### src/rtl/cellrv32_busswitch_n_if.sv
// Controller-side and peripheral-side signals of the N-port bus switch.
// The switch uses the slave view; controllers and the peripheral model use the master view.
interface cellrv32_busswitch_n_if #(
  parameter int NUM_PORTS = 2,
  parameter int SRC_W     = $clog2(NUM_PORTS)
);
  logic [NUM_PORTS-1:0]    c_bus_priv_i;
  logic [NUM_PORTS-1:0]    c_bus_cached_i;
  logic [NUM_PORTS*32-1:0] c_bus_addr_i;
  logic [NUM_PORTS*32-1:0] c_bus_wdata_i;
  logic [NUM_PORTS*4-1:0]  c_bus_ben_i;
  logic [NUM_PORTS-1:0]    c_bus_we_i;
  logic [NUM_PORTS-1:0]    c_bus_re_i;
  logic [31:0]             c_bus_rdata_o;
  logic [NUM_PORTS-1:0]    c_bus_ack_o;
  logic [NUM_PORTS-1:0]    c_bus_err_o;
  logic                    p_bus_priv_o;
  logic                    p_bus_cached_o;
  logic [SRC_W-1:0]        p_bus_src_o;
  logic [31:0]             p_bus_addr_o;
  logic [31:0]             p_bus_rdata_i;
  logic [31:0]             p_bus_wdata_o;
  logic [3:0]              p_bus_ben_o;
  logic                    p_bus_we_o;
  logic                    p_bus_re_o;
  logic                    p_bus_ack_i;
  logic                    p_bus_err_i;

  modport slave (
    input  c_bus_priv_i, c_bus_cached_i, c_bus_addr_i, c_bus_wdata_i, c_bus_ben_i,
           c_bus_we_i, c_bus_re_i, p_bus_rdata_i, p_bus_ack_i, p_bus_err_i,
    output c_bus_rdata_o, c_bus_ack_o, c_bus_err_o, p_bus_priv_o, p_bus_cached_o,
           p_bus_src_o, p_bus_addr_o, p_bus_wdata_o, p_bus_ben_o, p_bus_we_o, p_bus_re_o
  );

  modport master (
    output c_bus_priv_i, c_bus_cached_i, c_bus_addr_i, c_bus_wdata_i, c_bus_ben_i,
           c_bus_we_i, c_bus_re_i, p_bus_rdata_i, p_bus_ack_i, p_bus_err_i,
    input  c_bus_rdata_o, c_bus_ack_o, c_bus_err_o, p_bus_priv_o, p_bus_cached_o,
           p_bus_src_o, p_bus_addr_o, p_bus_wdata_o, p_bus_ben_o, p_bus_we_o, p_bus_re_o
  );
endinterface

### src/rtl/cellrv32_busswitch_n.sv
// N-port bus switch: NUM_PORTS controllers share one peripheral bus.
// Fixed-priority or round-robin arbitration, per-port strobe buffering while
// the bus is busy, read-only port filtering and an optional bus timeout.
module cellrv32_busswitch_n #(
  parameter int         NUM_PORTS      = 2,
  parameter int         ARB_MODE       = 0,
  parameter logic [7:0] READ_ONLY_MASK = 8'h00,
  parameter int         TIMEOUT        = 0
) (
  input  logic                  clk_i,
  input  logic                  rstn_i,
  cellrv32_busswitch_n_if.slave bus
);
  localparam int SRC_W = $clog2(NUM_PORTS);

  typedef enum logic [1:0] {IDLE, RETIRE, BUSY} state_t;

  state_t state, state_nxt;

  logic [NUM_PORTS-1:0] ro, re_s, we_s, ro_wr, strobe, cand;
  logic [NUM_PORTS-1:0] rd_buf, wr_buf, ro_err, ack, err;
  logic [SRC_W-1:0]     grant, ptr, win, sel, idx;
  logic                 found, load, fwd_re, fwd_we, tmo;
  logic [7:0]           cnt;

  logic [NUM_PORTS-1:0][31:0] addr, wdata;
  logic [NUM_PORTS-1:0][3:0]  ben;

  assign addr  = bus.c_bus_addr_i;
  assign wdata = bus.c_bus_wdata_i;
  assign ben   = bus.c_bus_ben_i;

  // A write beats a simultaneous read; writes on read-only ports never enter arbitration.
  assign ro     = READ_ONLY_MASK[NUM_PORTS-1:0];
  assign we_s   = bus.c_bus_we_i & ~ro;
  assign ro_wr  = bus.c_bus_we_i & ro;
  assign re_s   = bus.c_bus_re_i & ~bus.c_bus_we_i;
  assign strobe = re_s | we_s;
  assign cand   = strobe | rd_buf | wr_buf;

  // Winner search: from port 0 in fixed mode, from the port after the last grant in round-robin.
  always_comb begin
    win   = '0;
    idx   = '0;
    found = 1'b0;
    for (int k = 0; k < NUM_PORTS; k++) begin
      idx = (ARB_MODE == 0) ? SRC_W'(k) : SRC_W'((int'(ptr) + 1 + k) % NUM_PORTS);
      if (!found && cand[idx]) begin
        found = 1'b1;
        win   = idx;
      end
    end
  end

  // Next state, bus strobes and per-port responses.
  always_comb begin
    state_nxt = state;
    load      = 1'b0;
    sel       = grant;
    fwd_re    = 1'b0;
    fwd_we    = 1'b0;
    tmo       = 1'b0;
    ack       = '0;
    err       = ro_err;
    unique case (state)
      IDLE: begin
        sel = win;
        if (found) begin
          load = 1'b1;
          if (strobe[win]) begin
            // Fresh strobe goes straight through with no added latency.
            fwd_re    = re_s[win];
            fwd_we    = we_s[win];
            state_nxt = BUSY;
          end else begin
            state_nxt = RETIRE;
          end
        end
      end
      RETIRE: begin
        fwd_re    = rd_buf[grant];
        fwd_we    = wr_buf[grant];
        state_nxt = BUSY;
      end
      BUSY: begin
        tmo = (TIMEOUT != 0) && (cnt == 8'(TIMEOUT - 1)) &&
              !bus.p_bus_ack_i && !bus.p_bus_err_i;
        ack[grant] = bus.p_bus_ack_i;
        err[grant] = ro_err[grant] | bus.p_bus_err_i | tmo;
        if (bus.p_bus_ack_i || bus.p_bus_err_i || tmo) state_nxt = IDLE;
      end
      default: state_nxt = IDLE;
    endcase
  end

  // State register.
  always_ff @(posedge clk_i or negedge rstn_i) begin
    if (!rstn_i) state <= IDLE;
    else         state <= state_nxt;
  end

  // Grant, round-robin pointer and busy-cycle counter (cleared outside BUSY).
  always_ff @(posedge clk_i or negedge rstn_i) begin
    if (!rstn_i) begin
      grant <= '0;
      ptr   <= SRC_W'(NUM_PORTS - 1);
      cnt   <= '0;
    end else begin
      if (load) begin
        grant <= win;
        ptr   <= win;
      end
      cnt <= (state == BUSY) ? cnt + 8'd1 : 8'd0;
    end
  end

  // Pending-request buffers and the one-cycle-late read-only write error.
  always_ff @(posedge clk_i or negedge rstn_i) begin
    if (!rstn_i) begin
      rd_buf <= '0;
      wr_buf <= '0;
      ro_err <= '0;
    end else begin
      rd_buf <= (rd_buf & ~(ack | err)) | re_s;
      wr_buf <= (wr_buf & ~(ack | err)) | we_s;
      ro_err <= ro_wr;
    end
  end

  assign bus.p_bus_re_o     = fwd_re;
  assign bus.p_bus_we_o     = fwd_we;
  assign bus.p_bus_src_o    = sel;
  assign bus.p_bus_addr_o   = addr[sel];
  assign bus.p_bus_wdata_o  = wdata[sel];
  assign bus.p_bus_ben_o    = ben[sel];
  assign bus.p_bus_priv_o   = bus.c_bus_priv_i[sel];
  assign bus.p_bus_cached_o = bus.c_bus_cached_i[sel];
  assign bus.c_bus_rdata_o  = bus.p_bus_rdata_i;
  assign bus.c_bus_ack_o    = ack;
  assign bus.c_bus_err_o    = err;
endmodule

### src/flat_wrapper.sv
// flat-port wrapper written by rule: the top's interface ports become plain ports
module cellrv32_busswitch_n_flat 
#(
  parameter int         NUM_PORTS      = 2,
  parameter int         ARB_MODE       = 0,
  parameter logic [7:0] READ_ONLY_MASK = 8'h00,
  parameter int         TIMEOUT        = 0
)
  (clk_i, rstn_i, bus_c_bus_priv_i, bus_c_bus_cached_i, bus_c_bus_addr_i, bus_c_bus_wdata_i, bus_c_bus_ben_i, bus_c_bus_we_i, bus_c_bus_re_i, bus_p_bus_rdata_i, bus_p_bus_ack_i, bus_p_bus_err_i, bus_c_bus_rdata_o, bus_c_bus_ack_o, bus_c_bus_err_o, bus_p_bus_priv_o, bus_p_bus_cached_o, bus_p_bus_src_o, bus_p_bus_addr_o, bus_p_bus_wdata_o, bus_p_bus_ben_o, bus_p_bus_we_o, bus_p_bus_re_o);
  cellrv32_busswitch_n_if #(.NUM_PORTS(NUM_PORTS)) bus_i ();
  input  logic clk_i;
  input  logic rstn_i;
  input wire logic [$bits(bus_i.c_bus_priv_i)-1:0] bus_c_bus_priv_i;
  input wire logic [$bits(bus_i.c_bus_cached_i)-1:0] bus_c_bus_cached_i;
  input wire logic [$bits(bus_i.c_bus_addr_i)-1:0] bus_c_bus_addr_i;
  input wire logic [$bits(bus_i.c_bus_wdata_i)-1:0] bus_c_bus_wdata_i;
  input wire logic [$bits(bus_i.c_bus_ben_i)-1:0] bus_c_bus_ben_i;
  input wire logic [$bits(bus_i.c_bus_we_i)-1:0] bus_c_bus_we_i;
  input wire logic [$bits(bus_i.c_bus_re_i)-1:0] bus_c_bus_re_i;
  input wire logic [$bits(bus_i.p_bus_rdata_i)-1:0] bus_p_bus_rdata_i;
  input wire logic [$bits(bus_i.p_bus_ack_i)-1:0] bus_p_bus_ack_i;
  input wire logic [$bits(bus_i.p_bus_err_i)-1:0] bus_p_bus_err_i;
  output wire logic [$bits(bus_i.c_bus_rdata_o)-1:0] bus_c_bus_rdata_o;
  output wire logic [$bits(bus_i.c_bus_ack_o)-1:0] bus_c_bus_ack_o;
  output wire logic [$bits(bus_i.c_bus_err_o)-1:0] bus_c_bus_err_o;
  output wire logic [$bits(bus_i.p_bus_priv_o)-1:0] bus_p_bus_priv_o;
  output wire logic [$bits(bus_i.p_bus_cached_o)-1:0] bus_p_bus_cached_o;
  output wire logic [$bits(bus_i.p_bus_src_o)-1:0] bus_p_bus_src_o;
  output wire logic [$bits(bus_i.p_bus_addr_o)-1:0] bus_p_bus_addr_o;
  output wire logic [$bits(bus_i.p_bus_wdata_o)-1:0] bus_p_bus_wdata_o;
  output wire logic [$bits(bus_i.p_bus_ben_o)-1:0] bus_p_bus_ben_o;
  output wire logic [$bits(bus_i.p_bus_we_o)-1:0] bus_p_bus_we_o;
  output wire logic [$bits(bus_i.p_bus_re_o)-1:0] bus_p_bus_re_o;
  assign bus_i.c_bus_priv_i = bus_c_bus_priv_i;
  assign bus_i.c_bus_cached_i = bus_c_bus_cached_i;
  assign bus_i.c_bus_addr_i = bus_c_bus_addr_i;
  assign bus_i.c_bus_wdata_i = bus_c_bus_wdata_i;
  assign bus_i.c_bus_ben_i = bus_c_bus_ben_i;
  assign bus_i.c_bus_we_i = bus_c_bus_we_i;
  assign bus_i.c_bus_re_i = bus_c_bus_re_i;
  assign bus_i.p_bus_rdata_i = bus_p_bus_rdata_i;
  assign bus_i.p_bus_ack_i = bus_p_bus_ack_i;
  assign bus_i.p_bus_err_i = bus_p_bus_err_i;
  assign bus_c_bus_rdata_o = bus_i.c_bus_rdata_o;
  assign bus_c_bus_ack_o = bus_i.c_bus_ack_o;
  assign bus_c_bus_err_o = bus_i.c_bus_err_o;
  assign bus_p_bus_priv_o = bus_i.p_bus_priv_o;
  assign bus_p_bus_cached_o = bus_i.p_bus_cached_o;
  assign bus_p_bus_src_o = bus_i.p_bus_src_o;
  assign bus_p_bus_addr_o = bus_i.p_bus_addr_o;
  assign bus_p_bus_wdata_o = bus_i.p_bus_wdata_o;
  assign bus_p_bus_ben_o = bus_i.p_bus_ben_o;
  assign bus_p_bus_we_o = bus_i.p_bus_we_o;
  assign bus_p_bus_re_o = bus_i.p_bus_re_o;
  cellrv32_busswitch_n #(.NUM_PORTS(NUM_PORTS), .ARB_MODE(ARB_MODE), .READ_ONLY_MASK(READ_ONLY_MASK), .TIMEOUT(TIMEOUT)) u_core (.clk_i(clk_i), .rstn_i(rstn_i), .bus(bus_i));
endmodule
### config.mk
export PLATFORM = sky130hd
export DESIGN_NAME = cellrv32_busswitch_n_flat
export DESIGN_NICKNAME = d
export VERILOG_FILES = /design/src/rtl/cellrv32_busswitch_n_if.sv /design/src/rtl/cellrv32_busswitch_n.sv /design/src/flat_wrapper.sv
export SDC_FILE = /design/constraint.sdc
export NUM_CORES = 1
export LEC_CHECK = 0
export ABC_AREA = 1
export BUFFER_PORTS_ARGS = -buffer_cell sky130_fd_sc_hd__buf_4
export CAP_MARGIN = 10
export CORE_AREA = 2 2 113 115
export CTS_CLUSTER_DIAMETER = 80
export CTS_CLUSTER_SIZE = 24
export DETAILED_ROUTE_END_ITERATION = 12
export DIE_AREA = 0 0 115 117
export HOLD_SLACK_MARGIN = 0.03
export PLACE_DENSITY = 0.53
export SLEW_MARGIN = 15
export SYNTH_ARGS = -nofsm -noshare
export SYNTH_HDL_FRONTEND = slang
export SYNTH_SLANG_ARGS = --single-unit
export TNS_END_PERCENT = 50
### constraint.sdc
create_clock -name clk_i -period 4.4 [get_ports clk_i]
set_clock_uncertainty 0.2 [all_clocks]
set_input_delay 0.88 -clock clk_i [delete_from_list [all_inputs] [get_ports clk_i]]
set_output_delay 0.88 -clock clk_i [all_outputs]
set_load 0.01 [all_outputs]
Word-level counts from Yosys, hierarchy flattened
Cells that the tools add are included.

Register bits after elaboration: 7. Input bits: 180. Word-level logic and storage cells: 73.

Order comparisons: 4. Equal/unequal tests: 4. Muxes and demuxes: 41. Bitwise logic cells: 14. Reductions and logical operators: 6.

Operators by type and width (number): two-way mux 32 bit (4); two-way mux 1 bit (26); bitwise OR 2 bit (6); AND 2 bit (5); two-way mux 2 bit (5); two-way mux 4 bit (2); less-than comparator 1 x 2 -> 1 bit (second input constant) (3); one-hot mux 2 bit (3 select lines) (1); != test 2 x 1 -> 1 bit (second input constant) (2); inverter 2 bit (2); one-hot mux 1 bit (2 select lines) (2); == test 2 x 1 -> 1 bit (second input constant) (1); == test 2 bit (second input constant) (1); logical AND 1 bit (2); logical NOT 2 bit (1); AND reduction 2 bit (1); demux 1 bit (select 1 bit) (1); >= comparator 1 bit (second input constant) (1); logical NOT 1 bit (1); logical OR 1 bit (1); bitwise OR 1 bit (1).

Logic depth before layout (Yosys ltp)
Gate-level depths: netlist of the first run.

Depth in word-level cells: 14. Depth in mapped cells: 8. Mapped depth without buffers: 7.

Worst setup path before layout of the first run
Ideal clock, no wire load.

Kind: input-to-output. Start: input bus_c_bus_we_i[0]. End: output bus_p_bus_addr_o[22]. Arrival time: 1.691 ns. Setup slack: 1.629 ns. Stages on the path: 8. Buffers on the path: 1. Cells stage by stage: inv_2 -> nand2_1 -> nor2_4 -> nand3_4 -> nand2_8 -> buf_12 -> nand2_4 -> nand2_2.

Cells in the longest elaborated chain, start to end: 12.

Ends and longest elaborated chain: start: declaration (line flat_wrapper.sv:18) `input wire logic [$bits(bus_i.c_bus_we_i)-1:0] bus_c_bus_we_i;`; inverter 2 bit (line cellrv32_busswitch_n.sv:37) `assign re_s = bus.c_bus_re_i & ~bus.c_bus_we_i;`; AND 2 bit (line cellrv32_busswitch_n.sv:37); bitwise OR 2 bit * (line cellrv32_busswitch_n.sv:38) `assign strobe = re_s | we_s;`; bitwise OR 2 bit * (2 in a row) (line cellrv32_busswitch_n.sv:39) `assign cand = strobe | rd_buf | wr_buf;`; two-way mux 1 bit * (line cellrv32_busswitch_n.sv:48) `if (!found && cand[idx]) begin`; logical NOT 1 bit * (line cellrv32_busswitch_n.sv:48); logical AND 1 bit * (line cellrv32_busswitch_n.sv:48); two-way mux 1 bit * (line cellrv32_busswitch_n.sv:48); two-way mux 1 bit * (line cellrv32_busswitch_n.sv:65) `unique case (state)`; via bus_p_bus_src_o (line flat_wrapper.sv:28) `output wire logic [$bits(bus_i.p_bus_src_o)-1:0] bus_p_bus_src_o;`; two-way mux 32 bit (implied by the code) * (2 in a row) (line cellrv32_busswitch_n.sv:133) `assign bus.p_bus_addr_o = addr[sel];`; end: declaration (line flat_wrapper.sv:29) `output wire logic [$bits(bus_i.p_bus_addr_o)-1:0] bus_p_bus_addr_o;`.

Mark *: on every way through the listed nets, which the timed path passes. The rest lies on a longest branch. The select of a mux whose other input is x is not followed.

Worst setup path in the final report of the first run
Start: input bus_c_bus_re_i[1]. End: output bus_p_bus_addr_o[24].

Cells in the longest elaborated chain, start to end: 9.

Ends and longest elaborated chain: start: declaration (line flat_wrapper.sv:19) `input wire logic [$bits(bus_i.c_bus_re_i)-1:0] bus_c_bus_re_i;`; AND 2 bit (line cellrv32_busswitch_n.sv:37); bitwise OR 2 bit (line cellrv32_busswitch_n.sv:38); bitwise OR 2 bit (2 in a row) (line cellrv32_busswitch_n.sv:39); logical AND 1 bit (line cellrv32_busswitch_n.sv:48); two-way mux 1 bit (line cellrv32_busswitch_n.sv:48); two-way mux 1 bit (line cellrv32_busswitch_n.sv:65); two-way mux 32 bit (implied by the code) (2 in a row) (line cellrv32_busswitch_n.sv:133).

No other way between the ends. The select of a mux whose other input is x is not followed.

==> impl_metrics.py, run 1 <==
metrics = {
    "timing": {
        "tightest_slew_ps": 771.9,
        "hold_viol_final": 0,
        "rsz0062_at_grt": "no",
        "whs_ps": 254.7,
        "period_needed_ps": 3528,
        "drv_slew": 0,
        "setup_tns_ps": 0,
        "setup_violations": 0,
        "slew_headroom": 0.4854,
        "fin_crit_sh": 0.8019,
        "fmax_ghz": 0.2834,
    },
    "floorplanning": {
        "dieWidth_um": 115,
        "core_um2": 12310,
        "die_y_um": 117,
        "start_util": 0.2042,
        "num_io_pins": 289,
        "die_area_um2": 13460,
        "rows": 41,
    },
    "clocking": {
        "clkSinkCount": 7,
        "cts_tree": "built",
        "clockBufferDepth": 2,
        "ctsHoldBuffers": 0,
        "htreeDepth": 1,
        "cts.clk_slew.worst_paths_ps": 40,
        "cts_root_buf": "clkbuf_16",
        "cts_resized": 0,
        "cts_buffers": 3,
        "cts_setup_buffers": 0,
        "clk_latency_ps": 240,
    },
    "synth": {
        "yosysTopAreaCell": "nand2_4",
        "synthFlopType": "dfrtp_1",
        "synth_top_cell_area_share": 0.3091,
        "synthTopCellsByCount": "74 x nand3_1, 69 x nand2_2, 69 x nand2_4, 32 x buf_4, 23 x nand2_1",
        "ys_async_sr_fraction": 1.000,
        "synth_area_um2": 2514,
        "synth-seq-cells": 7,
        "seq_area_frac_synth": 0.06969,
        "yosysWarnings": 0,
        "yosysMostFrequentCell": "nand3_1",
        "ys_types": 19,
        "syn_avg_cell_area_um2": 7.549,
        "synth_enable_flop_cells": 0,
        "syn-num-nets": 513,
        "syn_inst": 333,
        "synthTopCellsByArea": "nand2_4 31%, nand2_2 17%, nand3_1 15%",
    },
    "placement": {
        "port_buffers": 224,
        "placed_area_um2": 3990,
        "place.detailed.hpwl_um": 6914,
        "gp_congestion": 0.7961,
    },
    "detailed_routing": {
        "drc": 0,
        "via_count": 2798,
        "post_drt_via_cell_ratio": 4.214,
        "wl_met2_um": 4641,
        "drt-met1-wl_um": 3056,
        "routed_wl_um": 8571,
        "wire_per_inst_um": 12.91,
        "wl_met3_um": 759,
        "top_layer_used": "met4",
        "dr.pass1.iters": 4,
        "antenna_left": 0,
        "drt_iter0_markers": 55,
    },
    "global_route": {
        "antenna_found_initial": 0,
        "gr-total-overflow": 0,
        "grt_pass1_vias": 2573,
        "grt_max_degree": 72,
        "grt_pass1_wl_um": 12400,
        "track_usage": 0.1122,
    },
    "critical_path": {
        "rrSetupSlack_ps": 2560,
        "r2r_end": "u_core.grant$_DFFE_PN0P_",
        "reg2reg_from": "u_core.state[0]$_DFFE_PN0P_",
        "crit_fanout": 71,
        "setup.worst_path.end_class": "primary output",
        "cp.required_ps": 3320,
        "critical_path_class": "in2out",
        "critPathLaunchType": "input port",
        "worstRegToRegCells": 3,
        "cp_data_arrival_time_ps": 2450,
    },
    "final_layout": {
        "nNetsFinal": 695,
        "final_area_um2": 4070,
        "fillers": 1316,
        "area_growth_syn_to_layout_pct": 61.92,
        "n_antenna_cell": 0,
        "post-route-util": 0.3306,
        "drive_above_1_share": 0.7374,
    },
    "job": {
        "maxCapViolations": 0,
    },
    "pwr": {
        "power.density_nw_per_um2": 228.2,
        "ir_drop_mv": 0.2099,
        "power.static_leakage_nw": 2.575,
        "finalPower_w": 0.0009290,
    },
    "hold_path": {
        "min_path_type": "in2async",
    },
    "outcome": {
        "outcome": "finished clean",
    },
}
==> worst max path at each step <==
| stage | startpoint | endpoint | slack [ps] |
|---|---|---|---|
| after global routing | bus_c_bus_re_i[1] | bus_p_bus_addr_o[24] | 740 |
| after detailed placement | bus_c_bus_re_i[1] | bus_p_bus_addr_o[24] | 850 |
| after CTS | bus_c_bus_re_i[1] | bus_p_bus_addr_o[24] | 850 |
| after floorplan | bus_c_bus_we_i[0] | bus_p_bus_addr_o[22] | 1630 |
| after global placement | bus_c_bus_re_i[1] | bus_p_bus_addr_o[23] | 850 |
| final | bus_c_bus_re_i[1] | bus_p_bus_addr_o[24] | 870 |
==> worst max-delay path: stages <==
cell,delay (ps)
buf_4,120
nor2_1,100
nand2_1,100
nand3_4,130
buf_4,590
nand3_1,270
nand2_2,130
buf_4,120
==> metal layers <==
metal / vias up / GRT usage
met3: 13 / 0.01854
li1: 1388 / -
met4: 0 / 0.02731
met1: 1274 / 0.1229
met5: - / 0
met2: 123 / 0.2235
==> flip-flops by register name (all words and copies together) (netlist names) <==
name and flops:
u_core.rd_buf 2, u_core.wr_buf 2, u_core.state 2, u_core.grant 1
==> cell usage in the layout, fill, tap and decap left out, drive strengths merged <==
master,n
nor2,9
o211ai,2
clkinv,1
inv,12
o21ai,6
nor3,5
clkbuf,3
buf,230
a21oi,2
nand2,162
nand3,75
dfrtp,7
==> cell families after synthesis <==
| group | count (synthesis) | synth area share |
|---|---|---|
| AO/OA/AOI/OAI | 10 | 0.02638 |
| buffers and inverters | 65 | 0.1971 |
| flip-flops | 7 | 0.06969 |
| AND/OR/NAND/NOR | 251 | 0.7068 |
==> area by class of cell <==
type                       instances  area, um2  share of cell area
inverter                          12      45.04             0.01107
timing repair buffer             230       1739              0.4273
clock inverter                     1      5.005            0.001230
sequential                         7      175.2             0.04304
tap                              150      187.7             0.04611
clock buffer                       3      75.07             0.01844
multi-input combinational        261       1843              0.4528
==> report_power, final <==
group / switching, W / leakage (nW) / internal [W] / total [W]
clock network: 0.0000382 / 0.0409 / 0.000120 / 0.000158
logic: 0.000344 / 2.46 / 0.000324 / 0.000668
registers: 0.0000229 / 0.0786 / 0.0000804 / 0.000103
total: 0.000405 / 2.58 / 0.000524 / 0.000929
==> stage by stage <==
stage,setup WS [ps],instances
floorplan,1629,333
global placement,851.6,660
detailed placement,847.9,660
CTS,846.4,664
global route,735.7,664
finish,871.7,664
Note: power is estimated with default switching activity, not from simulation.
==> run 2, diff against run 1 <==
- ABC_AREA: 1 -> 0
- CORE_AREA: 2 2 113 115 -> 2 2 112 114
- DIE_AREA: 0 0 115 117 -> 0 0 114 116
- PLACE_DENSITY: 0.53 -> 0.47
- clock period: 4.4 -> 3 ns (I/O delays scaled with it)
==> run 2 against run 1 <==
  * Sequential share of layout area grew 0.99 points
  * Register-to-register slack lost 1100 ps
  * Sequential power grew 58%
  * Final area shrank 19%
  * Synthesized cell count shrank 53%
  * Wire length shrank 14%
  * Largest power group unchanged
  * The flow now finishes with violations (negative setup slack)
==> impl_metrics.py, run 2 <==
metrics = {
    "synth": {
        "syn_avg_cell_area_um2": 9.930,
        "synth_area_um2": 1569,
        "synth_enable_flop_cells": 0,
        "ys_async_sr_fraction": 1.000,
        "yosysWarnings": 0,
        "synth_top_cell_area_share": 0.5096,
        "seq_area_frac_synth": 0.1116,
        "syn-num-nets": 338,
        "yosysTopAreaCell": "mux2_2",
        "yosysMostFrequentCell": "mux2_2",
        "synthFlopType": "dfrtp_1",
        "syn_inst": 158,
        "synthTopCellsByArea": "mux2_2 51%, buf_4 16%, dfrtp_1 11%",
        "synth-seq-cells": 7,
        "synthTopCellsByCount": "71 x mux2_2, 33 x buf_4, 7 x buf_6, 7 x dfrtp_1, 5 x nor2_1",
        "ys_types": 29,
    },
    "global_route": {
        "antenna_found_initial": 0,
        "grt_pass1_wl_um": 9970,
        "grt_pass1_vias": 1900,
        "gr-total-overflow": 0,
        "track_usage": 0.09515,
        "grt_max_degree": 39,
    },
    "detailed_routing": {
        "dr.pass1.iters": 4,
        "post_drt_via_cell_ratio": 3.912,
        "routed_wl_um": 7397,
        "top_layer_used": "met4",
        "via_count": 1960,
        "drt_iter0_markers": 49,
        "wl_met2_um": 3940,
        "drc": 0,
        "wl_met3_um": 873,
        "antenna_left": 0,
        "drt-met1-wl_um": 2547,
        "wire_per_inst_um": 14.76,
    },
    "timing": {
        "drv_slew": 0,
        "setup_tns_ps": -6808,
        "fin_ws_ps": -134.8,
        "whs_ps": 309.2,
        "fmax_ghz": 0.3190,
        "slew_headroom": 0.7667,
        "rsz0062_at_grt": "yes",
        "hold_viol_final": 0,
        "period_needed_ps": 3135,
        "tightest_slew_ps": 346.7,
        "fin_crit_sh": 1.045,
        "setup_violations": 70,
    },
    "placement": {
        "place.detailed.hpwl_um": 6353,
        "port_buffers": 224,
        "dp.cells": 496,
        "placed_area_um2": 3188,
        "gp_congestion": 0.8113,
    },
    "clocking": {
        "htreeDepth": 1,
        "cts_setup_buffers": 0,
        "clockBufferDepth": 2,
        "cts_tree": "built",
        "cts_root_buf": "clkbuf_16",
        "clk_latency_ps": 230,
        "cts.clk_slew.worst_paths_ps": 30,
        "cts_buffers": 3,
        "clkSinkCount": 7,
    },
    "hold_path": {
        "min_path_type": "reg2reg",
        "hold_start": "u_core.wr_buf[1]$_DFF_PN0_",
        "min_to": "u_core.wr_buf[1]$_DFF_PN0_",
        "hold-path-cell-count": 1,
    },
    "critical_path": {
        "rrSetupSlack_ps": 1450,
        "worstRegToRegCells": 4,
        "cp_data_arrival_time_ps": 2330,
        "crit_fanout": 38,
        "r2r_end": "u_core.rd_buf[0]$_DFF_PN0_",
        "critPathLaunchType": "input port",
        "cp.required_ps": 2200,
        "setup.worst_path.end_class": "primary output",
        "reg2reg_from": "u_core.state[0]$_DFFE_PN0P_",
        "critical_path_class": "in2out",
    },
    "job": {
        "maxCapViolations": 0,
    },
    "pwr": {
        "power.static_leakage_nw": 1.633,
        "ir_drop_mv": 0.3483,
        "finalPower_w": 0.001876,
        "power.density_nw_per_um2": 566.6,
    },
    "outcome": {
        "outcome": "finished with violations",
        "violations": "negative setup slack",
    },
    "floorplanning": {
        "start_util": 0.1317,
        "num_io_pins": 289,
        "die_y_um": 116,
        "core_um2": 11910,
        "rows": 40,
        "die_area_um2": 13220,
        "dieWidth_um": 114,
    },
    "final_layout": {
        "mostFrequentLayoutCells": "225 x buf_4, 67 x mux2_2, 7 x dfrtp_1",
        "drive_above_1_share": 0.8785,
        "nNetsFinal": 535,
        "layout_commonest_cell": "buf_4",
        "area_growth_syn_to_layout_pct": 111.0,
        "reg_top3": "u_core.rd_buf x2, u_core.state x2, u_core.wr_buf x2",
        "n_antenna_cell": 0,
        "layout.cells.non_filler": 501,
        "final_area_um2": 3311,
    },
}
==> run 2: cell count changes in the layout (fill, tap and decap cells not counted), moves of 5 or more <==
cell,before,now
nand2_1,23,2
nand2_2,69,0
nor3_1,5,0
nand3_1,74,0
inv_1,10,2
buf_6,0,5
mux2_2,0,67
nand2_4,69,0
==> run 2: layout make-up <==
type,count,area (um2)
Clock buffer,4,78.83
Fill cell,1282,8601
Inverter,2,7.507
Multi-Input combinational cell,108,1070
Sequential cell,7,175.2
Tap cell,147,183.9
Timing Repair Buffer,233,1795
==> run 2: what timing repair did <==
item,CTS,global route
hold buffers,1,0
resized for setup,3,6
setup endpoints to repair,70,70
gates cloned,0,0
hold endpoints to repair,7,0
==> run 2: kinds of logic (layout without fill, tap and decap cells) <==
group           count (synthesis)  in the layout  synth area share
mux                            72             72            0.5160
buf+inv                        43            239            0.2161
simple gates                   20             20           0.07417
compound gates                 16             16           0.08213
flops                           7              7            0.1116
==> run 2: stage by stage <==
stage | util | setup WS (ps)
finish | 0.2779 | -134.8
global route | 0.2779 | -180.7
CTS | 0.2761 | -132.6
detailed placement | 0.2676 | -151.3
global placement | 0.2676 | -143.7
floorplan | - | 91.13
==> run 2: how the worst max path moves through the flow <==
| stage | from | endpoint | slack, ps | depth (start not counted) |
|---|---|---|---|---|
| after floorplan | bus_c_bus_we_i[0] | bus_p_bus_addr_o[22] | 90 | 4 |
| after global placement | bus_c_bus_we_i[0] | bus_p_bus_addr_o[27] | -140 | 6 |
| after detailed placement | bus_c_bus_we_i[0] | bus_p_bus_wdata_o[8] | -150 | 6 |
| after CTS | bus_c_bus_we_i[0] | bus_p_bus_addr_o[29] | -130 | 6 |
| after global routing | bus_c_bus_we_i[0] | bus_p_bus_wdata_o[12] | -180 | 6 |
| final | bus_c_bus_we_i[0] | bus_p_bus_wdata_o[8] | -130 | 6 |
==> run 2: layer usage <==
| layer | GRT usage | vias up |
|---|---|---|
| li1 | - | 939 |
| met1 | 0.09937 | 903 |
| met2 | 0.1841 | 115 |
| met3 | 0.03452 | 3 |
| met4 | 0.01707 | 0 |
| met5 | 0 | - |
==> run 2: report_power, final <==
part | total (W) | switching (W) | internal [W]
registers | 0.000163 | 0.0000363 | 0.000127
logic | 0.00149 | 0.000595 | 0.000893
clock network | 0.000225 | 0.0000483 | 0.000177
==> run 2: critical path, stage by stage <==
cell and delay, ps:
buf_6 90, or4_4 530, o31ai_4 290, buf_12 260, mux2_2 370, buf_4 150
